===== src/rtl/fp32_divider_if.sv =====
// fp32_divider_if: start/done handshake, operands and results of the fp32 divider
// master drives start/A/B/round_mode; slave returns busy/done/resultDiv/errorDiv/overflowDiv
interface fp32_divider_if;
  logic        start;
  logic [31:0] A;
  logic [31:0] B;
  logic [1:0]  round_mode;
  logic        busy;
  logic        done;
  logic [31:0] resultDiv;
  logic        errorDiv;
  logic        overflowDiv;
  modport master (output start, A, B, round_mode, input busy, done, resultDiv, errorDiv, overflowDiv);
  modport slave (input start, A, B, round_mode, output busy, done, resultDiv, errorDiv, overflowDiv);
endinterface


===== src/rtl/fp32_divider.sv =====
// fp32_divider: multi-cycle restoring IEEE-754 single-precision divider, resultDiv = A / B
// clk, reset (sync, active-high); bus.slave carries start/A/B/round_mode in and
// busy/done/resultDiv/errorDiv/overflowDiv out. IPC (1 or 2) quotient bits per divide cycle.
module fp32_divider #(
  parameter int IPC = 1
) (
  input logic         clk,
  input logic         reset,
  fp32_divider_if.slave bus
);
  localparam int D = 26 / IPC;
  typedef enum logic [2:0] {IDLE, UNPACK, DIVIDE, ROUND, OUT} state_t;
  state_t state_q, state_d;
  logic [31:0] a_q, b_q, pr_q, res_q;
  logic [1:0]  rm_q;
  logic [24:0] rem_q, rem_d, r1, r2, rem_init;
  logic [23:0] mb_q, ma, mb, sig;
  logic [25:0] q_q, q_d;
  logic [4:0]  cnt_q;
  logic signed [9:0] e_q, e_init, ef;
  logic [24:0] sum;
  logic [31:0] sp_res, n_res;
  logic pe_q, po_q, done_q, err_q, ovf_q;
  logic sgn, a_nan, b_nan, a_inf, b_inf, a_zero, b_zero, ii_zz, special, sp_err, sp_ovf;
  logic lt, b1, b2, g, r, st, inc, n_ovf;
  always_comb begin
    sgn     = a_q[31] ^ b_q[31];
    a_nan   = &a_q[30:23] && |a_q[22:0];
    b_nan   = &b_q[30:23] && |b_q[22:0];
    a_inf   = &a_q[30:23] && ~|a_q[22:0];
    b_inf   = &b_q[30:23] && ~|b_q[22:0];
    a_zero  = ~|a_q[30:23];
    b_zero  = ~|b_q[30:23];
    ii_zz   = (a_inf & b_inf) | (a_zero & b_zero);
    special = a_nan | b_nan | a_inf | b_inf | a_zero | b_zero;
    sp_res  = a_nan ? a_q : b_nan ? b_q : ii_zz ? {sgn, 8'hFF, 23'h400000} :
              (a_inf | b_zero) ? {sgn, 8'hFF, 23'h0} : {sgn, 31'h0};
    sp_err  = a_nan | b_nan | ii_zz | (b_zero & ~a_inf);
    sp_ovf  = ~a_nan & ~b_nan & ~ii_zz & a_inf;
    ma      = {1'b1, a_q[22:0]};
    mb      = {1'b1, b_q[22:0]};
    lt      = ma < mb;
    // Pre-shift the dividend so the first quotient bit is always 1
    rem_init = lt ? {ma, 1'b0} : {1'b0, ma};
    e_init  = $signed({2'b0, a_q[30:23]}) - $signed({2'b0, b_q[30:23]}) + 10'sd127 - (lt ? 10'sd1 : 10'sd0);
    b1      = rem_q >= {1'b0, mb_q};
    r1      = (b1 ? rem_q - {1'b0, mb_q} : rem_q) << 1;
    b2      = r1 >= {1'b0, mb_q};
    r2      = (b2 ? r1 - {1'b0, mb_q} : r1) << 1;
    rem_d   = IPC == 2 ? r2 : r1;
    q_d     = IPC == 2 ? {q_q[23:0], b1, b2} : {q_q[24:0], b1};
    sig     = q_q[25:2];
    g       = q_q[1];
    r       = q_q[0];
    st      = |rem_q;
    inc     = rm_q == 2'b00 ? ~sgn & (g | r | st) :
              rm_q == 2'b01 ? sgn & (g | r | st) :
              rm_q == 2'b10 ? g & (r | st | sig[0]) : (g | r | st);
    sum     = {1'b0, sig} + {24'b0, inc};
    ef      = e_q + (sum[24] ? 10'sd1 : 10'sd0);
    n_ovf   = ef >= 10'sd255;
    n_res   = n_ovf ? {sgn, 8'hFF, 23'h0} : ef <= 10'sd0 ? {sgn, 31'h0} :
              {sgn, ef[7:0], sum[24] ? sum[23:1] : sum[22:0]};
  end
  always_comb begin
    state_d = state_q;
    case (state_q)
      IDLE:    state_d = bus.start ? UNPACK : IDLE;
      UNPACK:  state_d = special ? OUT : DIVIDE;
      DIVIDE:  state_d = cnt_q == 5'(D - 1) ? ROUND : DIVIDE;
      ROUND:   state_d = OUT;
      default: state_d = IDLE;
    endcase
  end
  always_ff @(posedge clk) begin
    if (reset) begin
      state_q <= IDLE;
      done_q  <= 1'b0;
      res_q   <= 32'h0;
      err_q   <= 1'b0;
      ovf_q   <= 1'b0;
    end else begin
      state_q <= state_d;
      done_q  <= state_q == OUT;
      if (state_q == OUT) begin
        res_q <= pr_q;
        err_q <= pe_q;
        ovf_q <= po_q;
      end
    end
  end
  always_ff @(posedge clk) begin
    if (state_q == IDLE && bus.start) begin
      a_q  <= bus.A;
      b_q  <= bus.B;
      rm_q <= bus.round_mode;
    end
    if (state_q == UNPACK) begin
      rem_q <= rem_init;
      mb_q  <= mb;
      e_q   <= e_init;
      q_q   <= 26'h0;
      cnt_q <= 5'd0;
      pr_q  <= sp_res;
      pe_q  <= sp_err;
      po_q  <= sp_ovf;
    end
    if (state_q == DIVIDE) begin
      rem_q <= rem_d;
      q_q   <= q_d;
      cnt_q <= cnt_q + 5'd1;
    end
    if (state_q == ROUND) begin
      pr_q <= n_res;
      pe_q <= 1'b0;
      po_q <= n_ovf;
    end
  end
  assign bus.busy        = state_q != IDLE;
  assign bus.done        = done_q;
  assign bus.resultDiv   = res_q;
  assign bus.errorDiv    = err_q;
  assign bus.overflowDiv = ovf_q;
endmodule


===== src/flat_wrapper.sv =====
// flat-port wrapper written by rule: the top's interface ports become plain ports
module fp32_divider_flat 
#(
  parameter int IPC = 1
)
  (clk, reset, bus_start, bus_A, bus_B, bus_round_mode, bus_busy, bus_done, bus_resultDiv, bus_errorDiv, bus_overflowDiv);
  fp32_divider_if bus_i ();
  input logic clk;
  input logic reset;
  input wire logic [$bits(bus_i.start)-1:0] bus_start;
  input wire logic [$bits(bus_i.A)-1:0] bus_A;
  input wire logic [$bits(bus_i.B)-1:0] bus_B;
  input wire logic [$bits(bus_i.round_mode)-1:0] bus_round_mode;
  output wire logic [$bits(bus_i.busy)-1:0] bus_busy;
  output wire logic [$bits(bus_i.done)-1:0] bus_done;
  output wire logic [$bits(bus_i.resultDiv)-1:0] bus_resultDiv;
  output wire logic [$bits(bus_i.errorDiv)-1:0] bus_errorDiv;
  output wire logic [$bits(bus_i.overflowDiv)-1:0] bus_overflowDiv;
  assign bus_i.start = bus_start;
  assign bus_i.A = bus_A;
  assign bus_i.B = bus_B;
  assign bus_i.round_mode = bus_round_mode;
  assign bus_busy = bus_i.busy;
  assign bus_done = bus_i.done;
  assign bus_resultDiv = bus_i.resultDiv;
  assign bus_errorDiv = bus_i.errorDiv;
  assign bus_overflowDiv = bus_i.overflowDiv;
  fp32_divider #(.IPC(IPC)) u_core (.clk(clk), .reset(reset), .bus(bus_i));
endmodule

===== config.mk =====
export PLATFORM = sky130hd
export DESIGN_NAME = fp32_divider_flat
export DESIGN_NICKNAME = d
export VERILOG_FILES = /design/src/rtl/fp32_divider_if.sv /design/src/rtl/fp32_divider.sv /design/src/flat_wrapper.sv
export SDC_FILE = /design/constraint.sdc
export NUM_CORES = 1
export LEC_CHECK = 0
export ABC_AREA = 1
export ABC_CLOCK_PERIOD_IN_PS = 6300
export CAP_MARGIN = 5
export CORE_MARGIN = 3
export CORE_UTILIZATION = 37
export DETAILED_ROUTE_END_ITERATION = 6
export PLACE_DENSITY = 0.59
export SLEW_MARGIN = 10
export SYNTH_ARGS = -nofsm -noshare
export SYNTH_HDL_FRONTEND = slang
export SYNTH_SLANG_ARGS = --single-unit

===== constraint.sdc =====
create_clock -name clk -period 6.3 [get_ports clk]
set_clock_uncertainty 0.05 [all_clocks]
set_input_delay 0.945 -clock clk [delete_from_list [all_inputs] [get_ports clk]]
set_output_delay 0.945 -clock clk [all_outputs]
set_load 0.05 [all_outputs]

==> impl_metrics.env <==
export IMPL_status="finished, final reports clean"
export IMPL_finalSetupTns_ns=0
export IMPL_row_count=68
export IMPL_cts_resized=0
export IMPL_syn2layout_area_growth_pct=18.9
export IMPL_postSynthAreaPerCell_sq_um=8.25
export IMPL_p_comb_frac=0.200
export IMPL_syn_inst=1591
export IMPL_htreeDepth=1
export IMPL_cp_max_fo=9
export IMPL_crit_path_start_kind="flip-flop"
export IMPL_timing_slew_headroom=0.342
export IMPL_criticalPathCategory="reg2reg"
export IMPL_path_common_cell="nand3_1"
export IMPL_io_pins=105
export IMPL_worst_pin_slew_ns=0.981
export IMPL_drive_gt1_frac=0.0465
export IMPL_clock_power_share=0.370
export IMPL_place_ws_ns=1.60
export IMPL_clkTransAtPathRegs_ns=0.07
export IMPL_finalWorstSetupSlack_ns=1.57
export IMPL_holdWs_ns=0.406
export IMPL_worstPathArrival_ns=4.93
export IMPL_die_area_sq_um=37800
export IMPL_dr_pass1_iters=7
export IMPL_nNetsFinal=1838
export IMPL_clock_latency_ns=0.55
export IMPL_clockRootBuffer="clkbuf_16"
export IMPL_wirelength_microns=36900
export IMPL_syn_area_sq_um=13100
export IMPL_rsz0062_at_grt="false"
export IMPL_cts_setup_buffers=0
export IMPL_cts_buffers_inserted=27
export IMPL_stdcell_count=2175
export IMPL_cp_end_kind="flip-flop"
export IMPL_dp_hpwl_microns=27900
export IMPL_grt_pass1_vias=10400
export IMPL_multi_input_area_sq_um=5680
export IMPL_critPathRequiredTime_ns=6.51
export IMPL_drv_slew=0
export IMPL_wl_per_cell_microns=16.9
export IMPL_place_port_buffers=104
export IMPL_fillers=3456
export IMPL_seqPwrFrac=0.430
export IMPL_final_area_sq_um=15600
export IMPL_drt_iter0_drc=986
export IMPL_cts_tree="yes"
export IMPL_register_area_sq_um=6420
export IMPL_grt_use_total=0.190
export IMPL_crit_buf_inv=1
export IMPL_clk_path_buf_depth=3
export IMPL_antenna_cells=0
export IMPL_power_mw=4.32
export IMPL_hold_path_class="reg2reg"
export IMPL_die_h_microns=194
export IMPL_fin_crit_sh=0.750
export IMPL_initial_core_util=0.377
export IMPL_grt_pass1_wl_microns=57400
export IMPL_swShare=0.299
export IMPL_yosysSeqAreaShare=0.489
export IMPL_fp_coreArea_sq_um=34800
export IMPL_synth_seq_cells=227
export IMPL_grt_max_degree=68
export IMPL_final_util=0.449
export IMPL_setup_viol=0
export IMPL_max_stage_delay_ns=0.41
export IMPL_internal_power_mw=3.03
export IMPL_ant_nets=0
export IMPL_power_density_nw_per_um2=277
export IMPL_postPlaceCellArea_sq_um=14700
export IMPL_synthDistinctLibCells=44
export IMPL_ys_warn_count=0
export IMPL_fmax_ghz=0.212
export IMPL_drc_errors=0
export IMPL_grt_ovfl_total=0
export IMPL_numPlacedInstances=2125
export IMPL_peakVddDrop_uv=200
export IMPL_routabilityCongestion=0.941
export IMPL_cp_slowest_cell="edfxtp_1"
export IMPL_hold_viol_final=0
export IMPL_min_period_ns=4.73
export IMPL_fp_dieW_microns=194
export IMPL_drv_cap=0
export IMPL_postCtsHoldBufs=0
export IMPL_critPathTopFamily="simple AND/OR/NAND/NOR gates"
export IMPL_p_leak_nw=6.72
export IMPL_clock_sinks=227
export IMPL_vias=11000
export IMPL_antenna_found_initial=2
export IMPL_vias_per_cell=5.07
export IMPL_synth_nets=1730
export IMPL_switching_power_mw=1.29
-- flip-flops by register name, summed over array words and instances (netlist names) --
| name | count |
|---|---|
| u_core.pe_q | 1 |
| u_core.bus.resultDiv | 32 |
| u_core.state_q | 3 |
| u_core.rm_q | 2 |
| u_core.bus.done | 1 |
| u_core.pr_q | 32 |
| u_core.rem_q | 25 |
| u_core.b_q | 32 |
| u_core.q_q | 26 |
| u_core.bus.overflowDiv | 1 |
| u_core.bus.errorDiv | 1 |
| u_core.cnt_q | 5 |
| u_core.e_q | 10 |
| u_core.mb_q | 23 |
| u_core.a_q | 32 |
| u_core.po_q | 1 |
-- kinds of logic after synthesis --
group,Yosys count,synth area share
XOR/XNOR,39,0.0260
adder cells (fa/ha/maj),70,0.0684
AO/OA/AOI/OAI,179,0.0738
flip-flops,227,0.489
AND/OR/NAND/NOR,801,0.263
buffers and inverters,275,0.0807
-- power by group through the flow --
stage	clock (mW)	combinational (mW)	sequential, mW
3_5_place_dp	0	0.858	1.89
3_3_place_gp	0	0.852	1.89
6_report	1.60	0.863	1.86
4_1_cts	1.64	0.864	1.86
5_1_grt	1.69	0.978	1.87
2_1_floorplan	0	0.605	1.87
-- final timing paths --
kind                                 startpoint               to  slack, ns  cells past startpoint
worst max-delay path            u_core.rem_q[3]  u_core.pr_q[26]       1.57                     25
worst min-delay path              u_core.b_q[6]   u_core.mb_q[6]       0.41                      0
worst max register to register  u_core.rem_q[3]  u_core.pr_q[26]       1.57                     25
worst min register to register    u_core.b_q[6]   u_core.mb_q[6]       0.41                      0
-- layout make-up --
cell class,count,share of cell area
clock buffers,34,0.0489
clock inverters,16,0.0105
inverters,240,0.0577
multi-input cells,1089,0.364
flip-flops and latches,227,0.411
well taps,455,0.0365
repair buffers,114,0.0715
-- layout by cell type, fill, tap and decap left out, drive strengths merged --
| master | n |
|---|---|
| a211oi | 1 |
| a21boi | 1 |
| a21o | 1 |
| a21oi | 89 |
| a41oi | 1 |
| and2 | 3 |
| and3 | 1 |
| buf | 10 |
| bufinv | 2 |
| clkbuf | 34 |
| clkdlybuf4s50 | 104 |
| clkinv | 10 |
| clkinvlp | 5 |
| dfxtp | 40 |
| edfxtp | 187 |
| fa | 3 |
| ha | 67 |
| inv | 239 |
| nand2 | 427 |
| nand3 | 171 |
| nand3b | 9 |
| nand4 | 31 |
| nor2 | 137 |
| nor3 | 13 |
| nor3b | 2 |
| nor4 | 5 |
| o211ai | 13 |
| o21a | 1 |
| o21ai | 62 |
| o21bai | 9 |
| o311ai | 1 |
| or2 | 2 |
| xnor2 | 12 |
| xor2 | 27 |
-- worst reg2reg max path, stage by stage (launching register included) --
cell      delay (ns)
edfxtp_1        0.41
nor3_1          0.29
nand4_1         0.14
nor3_1          0.36
nand3_1         0.13
nand3_1         0.10
a21oi_1         0.07
ha_1            0.23
ha_1            0.23
nand3_1         0.12
nor2_1          0.07
nand3_1         0.13
nor2_2          0.08
nand3_1         0.13
nor2_2          0.08
nand2_1         0.17
inv_1           0.11
ha_1            0.21
ha_1            0.21
nand3_1         0.15
xor2_1          0.25
nor2_1          0.08
nand3_1         0.08
nand2_1         0.14
nand2_1         0.26
o211ai_1        0.15
-- layer usage --
layer,up-vias,GRT usage,part of all wire
li1,5492,-,-
met1,5128,0.276,0.46
met2,367,0.306,0.45
met3,38,0.0307,0.069
met4,4,0.0309,0.015
met5,-,0,0.00073
-- cells in the mapped netlist (all sizes together) --
library cell	n	area, sq um
dfxtp	40	801
o21bai	9	67.6
xnor2	12	105
nand3b	9	71.3
nor2	137	548
a21boi	1	7.51
nand2	427	1610
or2	2	12.5
inv	237	890
o21a	1	7.51
buf	8	57.6
a211oi	1	7.51
o21ai	62	310
o311ai	1	8.76
fa	3	60.1
a41oi	1	8.76
and3	1	6.26
o211ai	13	97.6
a21o	1	7.51
edfxtp	187	5620
ha	67	838
nand3	171	856
xor2	27	236
and2	3	18.8
nor4	5	31.3
nor3b	2	26.3
a21oi	89	445
clkbuf	27	101
nor3	13	70.1
nand4	31	194
clkinv	3	11.3
No activity file was read; power rests on OpenSTA's default activity.
